**src/rtl/chan_pkt_framer.sv**
```systemverilog
// chan_pkt_framer: wraps each channelizer payload in a framed packet
// (header word, payload beats, trailer word) behind one output register.
`timescale 1ns/1ps

module chan_pkt_framer #(
    parameter int          DATA_WIDTH = 32,
    parameter int          USER_WIDTH = 24,
    parameter int          MAX_LEN    = 4096,
    parameter logic [15:0] SYNC_WORD  = 16'hA5C3
) (
    input  logic                  clk,
    input  logic                  sync_reset,
    input  logic                  s_axis_tvalid,
    input  logic [DATA_WIDTH-1:0] s_axis_tdata,
    input  logic [USER_WIDTH-1:0] s_axis_tuser,
    input  logic                  s_axis_tlast,
    output logic                  s_axis_tready,
    output logic                  m_axis_tvalid,
    output logic [DATA_WIDTH-1:0] m_axis_tdata,
    output logic                  m_axis_tlast,
    input  logic                  m_axis_tready,
    output logic [15:0]           pkt_cnt,
    output logic [15:0]           trunc_cnt
);

    localparam logic [1:0] ST_IDLE = 2'd0;
    localparam logic [1:0] ST_HDR  = 2'd1;
    localparam logic [1:0] ST_DATA = 2'd2;
    localparam logic [1:0] ST_TRL  = 2'd3;

    localparam logic [15:0] MAX_LEN_W = MAX_LEN[15:0];

    logic [1:0]  state;
    logic [10:0] chan;
    logic [15:0] seq;
    logic [15:0] beat_cnt;
    logic        trunc;

    logic        out_free;
    logic        beat_take;
    logic [15:0] beat_next;
    logic        at_limit;

    // Only the bin index of tuser is meaningful to the framer.
    logic        unused_user;
    assign unused_user = ^s_axis_tuser[USER_WIDTH-1:11];

    // The output register can take a new word when empty or being drained.
    assign out_free      = !m_axis_tvalid || m_axis_tready;
    assign s_axis_tready = (state == ST_DATA) && out_free;
    assign beat_take     = s_axis_tvalid && s_axis_tready;
    assign beat_next     = beat_cnt + 16'd1;
    assign at_limit      = (beat_next == MAX_LEN_W);

    // Framing FSM and the single output register stage.
    // NOTE: sequential state uses non-blocking assignments so every register
    // samples pre-edge values; later assignments in the block override the
    // earlier default (word taken -> valid low) without inferring anything extra.
    always_ff @(posedge clk or posedge sync_reset) begin
        if (sync_reset) begin
            state         <= ST_IDLE;
            chan          <= '0;
            seq           <= '0;
            beat_cnt      <= '0;
            trunc         <= 1'b0;
            trunc_cnt     <= '0;
            m_axis_tvalid <= 1'b0;
            m_axis_tdata  <= '0;
            m_axis_tlast  <= 1'b0;
        end else begin
            if (m_axis_tvalid && m_axis_tready) begin
                m_axis_tvalid <= 1'b0;
            end

            case (state)
                ST_IDLE: begin
                    // Peek at the first beat's tag without consuming it.
                    if (s_axis_tvalid) begin
                        chan  <= s_axis_tuser[10:0];
                        state <= ST_HDR;
                    end
                end
                ST_HDR: begin
                    if (out_free) begin
                        m_axis_tvalid <= 1'b1;
                        m_axis_tdata  <= {SYNC_WORD, seq[4:0], chan};
                        m_axis_tlast  <= 1'b0;
                        state         <= ST_DATA;
                    end
                end
                ST_DATA: begin
                    if (beat_take) begin
                        m_axis_tvalid <= 1'b1;
                        m_axis_tdata  <= s_axis_tdata;
                        m_axis_tlast  <= 1'b0;
                        beat_cnt      <= beat_next;
                        // A real tlast wins over the length limit on the same beat.
                        if (s_axis_tlast) begin
                            trunc <= 1'b0;
                            state <= ST_TRL;
                        end else if (at_limit) begin
                            trunc     <= 1'b1;
                            trunc_cnt <= trunc_cnt + 16'd1;
                            state     <= ST_TRL;
                        end
                    end
                end
                ST_TRL: begin
                    if (out_free) begin
                        m_axis_tvalid <= 1'b1;
                        m_axis_tdata  <= {trunc, 15'd0, beat_cnt};
                        m_axis_tlast  <= 1'b1;
                        beat_cnt      <= '0;
                        seq           <= seq + 16'd1;
                        state         <= ST_IDLE;
                    end
                end
                default: state <= ST_IDLE;
            endcase
        end
    end

    // Count packets whose trailer has actually been handed downstream.
    always_ff @(posedge clk or posedge sync_reset) begin
        if (sync_reset) begin
            pkt_cnt <= '0;
        end else if (m_axis_tvalid && m_axis_tready && m_axis_tlast) begin
            pkt_cnt <= pkt_cnt + 16'd1;
        end
    end

endmodule

```
**config.mk**
```make
export PLATFORM = sky130hd
export DESIGN_NAME = chan_pkt_framer
export DESIGN_NICKNAME = d
export VERILOG_FILES = /design/src/rtl/chan_pkt_framer.sv
export SDC_FILE = /design/constraint.sdc
export NUM_CORES = 1
export LEC_CHECK = 0
export CAP_MARGIN = 15
export CORE_ASPECT_RATIO = 0.9
export CORE_MARGIN = 2
export CORE_UTILIZATION = 49
export DETAILED_ROUTE_END_ITERATION = 16
export PLACE_DENSITY = 0.88
export RECOVER_POWER = 25
export SYNTH_ARGS = -nofsm -noshare
export SYNTH_HDL_FRONTEND = slang
export SYNTH_SLANG_ARGS = --single-unit
```
**constraint.sdc**
```tcl
create_clock -name clk -period 4.6 [get_ports clk]
set_input_delay 1.15 -clock clk [delete_from_list [all_inputs] [get_ports clk]]
set_output_delay 1.15 -clock clk [all_outputs]
set_load 0.02 [all_outputs]
```
# --- After elaboration in Yosys (flattened, before gate mapping) ---
# Cells that the tools add are included.
word_totals:
  regBits: 112
  latchBits: 0
  ram_bits: 0
  romBits: 0
  inputBits: 61
  output_inout_bits: 67
  wordCells: 66
  memories: 0
op_classes:
  add_sub_neg: 4
  multipliers: 0
  div_mod_pow: 0
  n_lt_le_gt_ge: 0
  eq_ne: 9
  shift: 0
  muxes: 24
  n_bitwise: 1
  n_reduce_logical: 18
ops:
  columns: ["operator", "n"]
  rows:
  - ["$mux W32", 3]
  - ["$pmux W32 S3", 1]
  - ["$add A16 B1 Y16 const B", 4]
  - ["$mux W16", 2]
  - ["$pmux W16 S2", 1]
  - ["$eq A16 B13 Y1 const B", 1]
  - ["$mux W2", 6]
  - ["$mux W1", 8]
  - ["$ne A2 B2 Y1 const B", 4]
  - ["$pmux W2 S4", 1]
  - ["$reduce_and A4 Y1", 2]
  - ["$reduce_and A3 Y1", 2]
  - ["$reduce_and A5 Y1", 1]
  - ["$eq A2 B2 Y1 const B", 2]
  - ["$logic_and A1 B1 Y1", 4]
  - ["$reduce_and A2 Y1", 2]
  - ["$reduce_bool A2 Y1", 2]
  - ["$ne A3 B3 Y1 const B", 1]
  - ["$pmux W1 S3", 1]
  - ["$reduce_bool A3 Y1", 1]
  - ["$eq A2 B1 Y1 const B", 1]
  - ["$logic_not A2 Y1", 1]
  - ["$pmux W1 S2", 1]
  - ["$reduce_or A2 Y1", 1]
  - ["other kinds (3)", 3]

# --- Depth between registers and ports, before layout ---
logic_depth:
  ltp_word: 6
  ltp_mapped: 10
  mapped_depth_nobuf: 8

# --- Worst setup path before layout ---
# Ideal clock, no wire load.
synth_timing:
  kind: "input -> output"
  from: "input port m_axis_tready"
  to: "output port s_axis_tready"
  t_arrival_ns: 1.594
  t_required_ns: 3.450
  slack_ns: 1.856
  stages: 2
  path_cell_list: "nand2b_1 and2_1"
synth_via:
  elab_chain_cells: 2
synth_lines:
  columns: ["element", "line", "rtl"]
  rows:
  - ["from (decl)", "21", "input logic m_axis_tready,"]
  - ["$logic_or A1 B1 Y1", "49", "assign out_free = !m_axis_tvalid || m_axis_tready;"]
  - ["$logic_and A1 B1 Y1", "50", "assign s_axis_tready = (state == ST_DATA) && out_free;"]
  - ["to (decl)", "17", "output logic s_axis_tready,"]
# No other way between the ends.

# --- Worst setup path in the final report ---
# Ends and elaborated chain as after synthesis.

==> results.toml <==
[worst_setup_path]
critPathMaxStageDelay_ps = 600
crit_type = "in2out"
crit_family = "buffers and inverters"
worstRegToRegCells = 8
arrival_ps = 2720
path_cells = "dlygate4sd3_1 -> nand2b_1 -> and2_1 -> clkdlybuf4s50_1"
r2r_start = "beat_cnt[0]"
cp_slowest_cell = "clkdlybuf4s50_1"
r2r-end = "trunc_cnt[15]"
crit_fanout = 8
start_kind = "input port"
cp.buffers_inverters = 2
rrSetupSlack_ps = 1620
crit_path_end_kind = "primary output"
required_ps = 3450

[logic_synthesis]
synthDistinctLibCells = 44
synth_commonest_cells = "101 x dfrtp_1, 51 x nand2_1, 47 x nor2_1"
ys_async_sr_fraction_pct = 100
syn_inst = 489
ys.flop_type = "dfrtp_1"
ys_top_cells_by_area = "dfrtp_1 51%, xnor2_1 4.1%, nand2_1 3.9%, nor2_1 3.6%, mux2_2 3.4%"
synth-seq-area-share_pct = 51.0
yosys.area.top_type_share_pct = 51.0
syn_area_sq_um = 4950
synth_top_area_cell = "dfrtp_1"
avgSynthCellArea_sq_um = 10.1
synth_most_common_cell = "dfrtp_1"
ys_warn_count = 0
synth_seq_cells = 101
synth_nets = 560
synth_edf_count = 0

[pwr]
ir_worst_vdd_mv = 0.450
finalPower_mw = 3.50
power_leakage_nw = 2.76
power_density_nw_per_um2 = 552

[clock_tree]
insertion_delay_ps = 370
post_cts_buffers = 0
cts-hold-fix-buffers = 0
cts_resized = 0
clockBufferDepth = 2
cts.sink_count = 101
cts-root-buf = "clkbuf_8"
numCtsBuffers = 9
cts_tree = "done"
path_clk_slew_ps = 90
cts_htree_levels = 3

[routing]
antenna_left = 0
routed_wl_um = 12100
drc = 0
vias = 4106
vias_per_cell = 5.71
drtPass1Iterations = 4
drt-initial-drc-count = 272
wl_per_cell_um = 16.9

[floorplan]
ios = 128
fp.dieArea_sq_um = 10900
die_h_um = 99.4
die_x_um = 110
rows = 34
core_sq_um = 9740
initial_utilization_pct = 50.8

[sta]
hold_viol_final = 0
worstMarginPinSlew_ps = 2450
tns_ps = 0
final.min_clock_period_ps = 3870
min_period_over_period_pct = 84.2
holdWs_ps = 478
fin_skew_ps = 12.1
grt_setup_unrepaired = "no"
drv_slew = 66
slew_headroom_pct = -63.4
fmax_mhz = 258
setup_violations = 0

[placed_design]
portBuffers = 114
gp_congestion = 0.867
placed_cell_area_sq_um = 6150
place_hpwl_um = 8750

[grt]
grt_max_degree = 66
grt_overflow = 0
grt_pass1_vias = 4010
grt_first_pass_wirelength_um = 19700
track_usage_pct = 23.0
antenna_found_initial = 0

[finish]
fin_area_sq_um = 6340
nFillCells = 782
layout-drive-gt1-share_pct = 9.27
antennaDiodeCount = 0
utilization_pct = 65.1
layout-area-overhead-vs-synth_pct = 28.0
final_nets = 660

[worst_hold_path]
worstHoldStart = "pkt_cnt[15]"
holdPathEnd = "pkt_cnt[15]"
min_path_type = "reg2reg"
whs_path_depth = 1

[job]
cap_violations = 1

[run_status]
violations = "max-capacitance violations, max-slew violations"
status = "finished, violations left"
-- how the worst max path moves through the flow --
stage             startpoint       endpoint  slack, ps  cells past startpoint
2_1_floorplan     sync_reset    beat_cnt[0]        800                      1
3_3_place_gp   m_axis_tready  s_axis_tready        780                      4
3_5_place_dp   m_axis_tready  s_axis_tready        790                      4
4_1_cts        m_axis_tready  s_axis_tready        780                      4
5_1_grt           sync_reset          trunc        580                      2
6_report       m_axis_tready  s_axis_tready        730                      4
-- final cells by class --
cell class                 instances  area, sq um  area share (%)
sequential                       101         2530            39.9
multi-input combinational        349         2250            35.5
timing repair buffer             120         1190            18.7
tap                              126          158            2.49
clock buffer                      10          128            2.01
clock inverter                     5         61.3           0.967
inverter                           8         30.0           0.474
-- where the power goes --
group	switching [mW]	internal (mW)	total, mW
Clock	0.314	0.251	0.565
Sequential	0.189	1.15	1.34
Combinational	0.914	0.682	1.60
Total	1.42	2.09	3.50
-- cell families (layout without fill, tap and decap cells) --
family	after synthesis	after routing	synth area share [%]
AO/OA/AOI/OAI	102	102	12.7
adder cells (fa/ha/maj)	10	10	2.53
buffers and inverters	39	143	3.69
flip-flops	101	101	51.0
XOR/XNOR	42	42	7.43
multiplexers	16	16	3.64
AND/OR/NAND/NOR	179	179	19.0
-- per-layer routing --
layer | vias up | share of wire (%) | global-route usage [%]
met2 | 129 | 48 | 36.4
met4 | 0 | 1.8 | 6.43
li1 | 1925 | - | -
met5 | - | 0 | 0
met3 | 19 | 6.6 | 6.88
met1 | 2033 | 43 | 30.9
-- layout by cell type (no fill, tap or decap), types with 3 or more instances in the layout --
master           netlist  layout
nand4_2                3       3
nor3_2                 7       7
o31ai_1                5       5
dfrtp_1              101     101
a22oi_1               17      17
xnor2_1               23      23
nor2_1                47      46
xor2_1                19      19
and4_1                 7       7
nand2_1               51      51
mux2_2                15      15
nand3_1               26      26
a31oi_1               17      17
buf_4                  1       6
clkinvlp_4             0       3
ha_1                  10      10
clkdlybuf4s50_1        0     112
nor3_1                 3       3
inv_1                  8       8
nand4_1                9       9
o21ai_0               30      30
clkbuf_8               0       9
and3_1                11      11
a21oi_1               22      22
-- registers in the layout (all words and copies together) (netlist names) --
name,flops
m_axis_tdata,32
beat_cnt,16
pkt_cnt,16
trunc_cnt,16
chan,11
seq,5
state,2
m_axis_tlast,1
m_axis_tvalid,1
trunc,1
-- metrics by stage --
| stage | std cells | worst slack, ps |
|---|---|---|
| after floorplan | 489 | 803 |
| after global placement | 704 | 779 |
| after detailed placement | 704 | 786 |
| after CTS | 719 | 781 |
| after global routing | 719 | 582 |
| final | 719 | 728 |
Note: power is estimated with default switching activity, not from simulation.
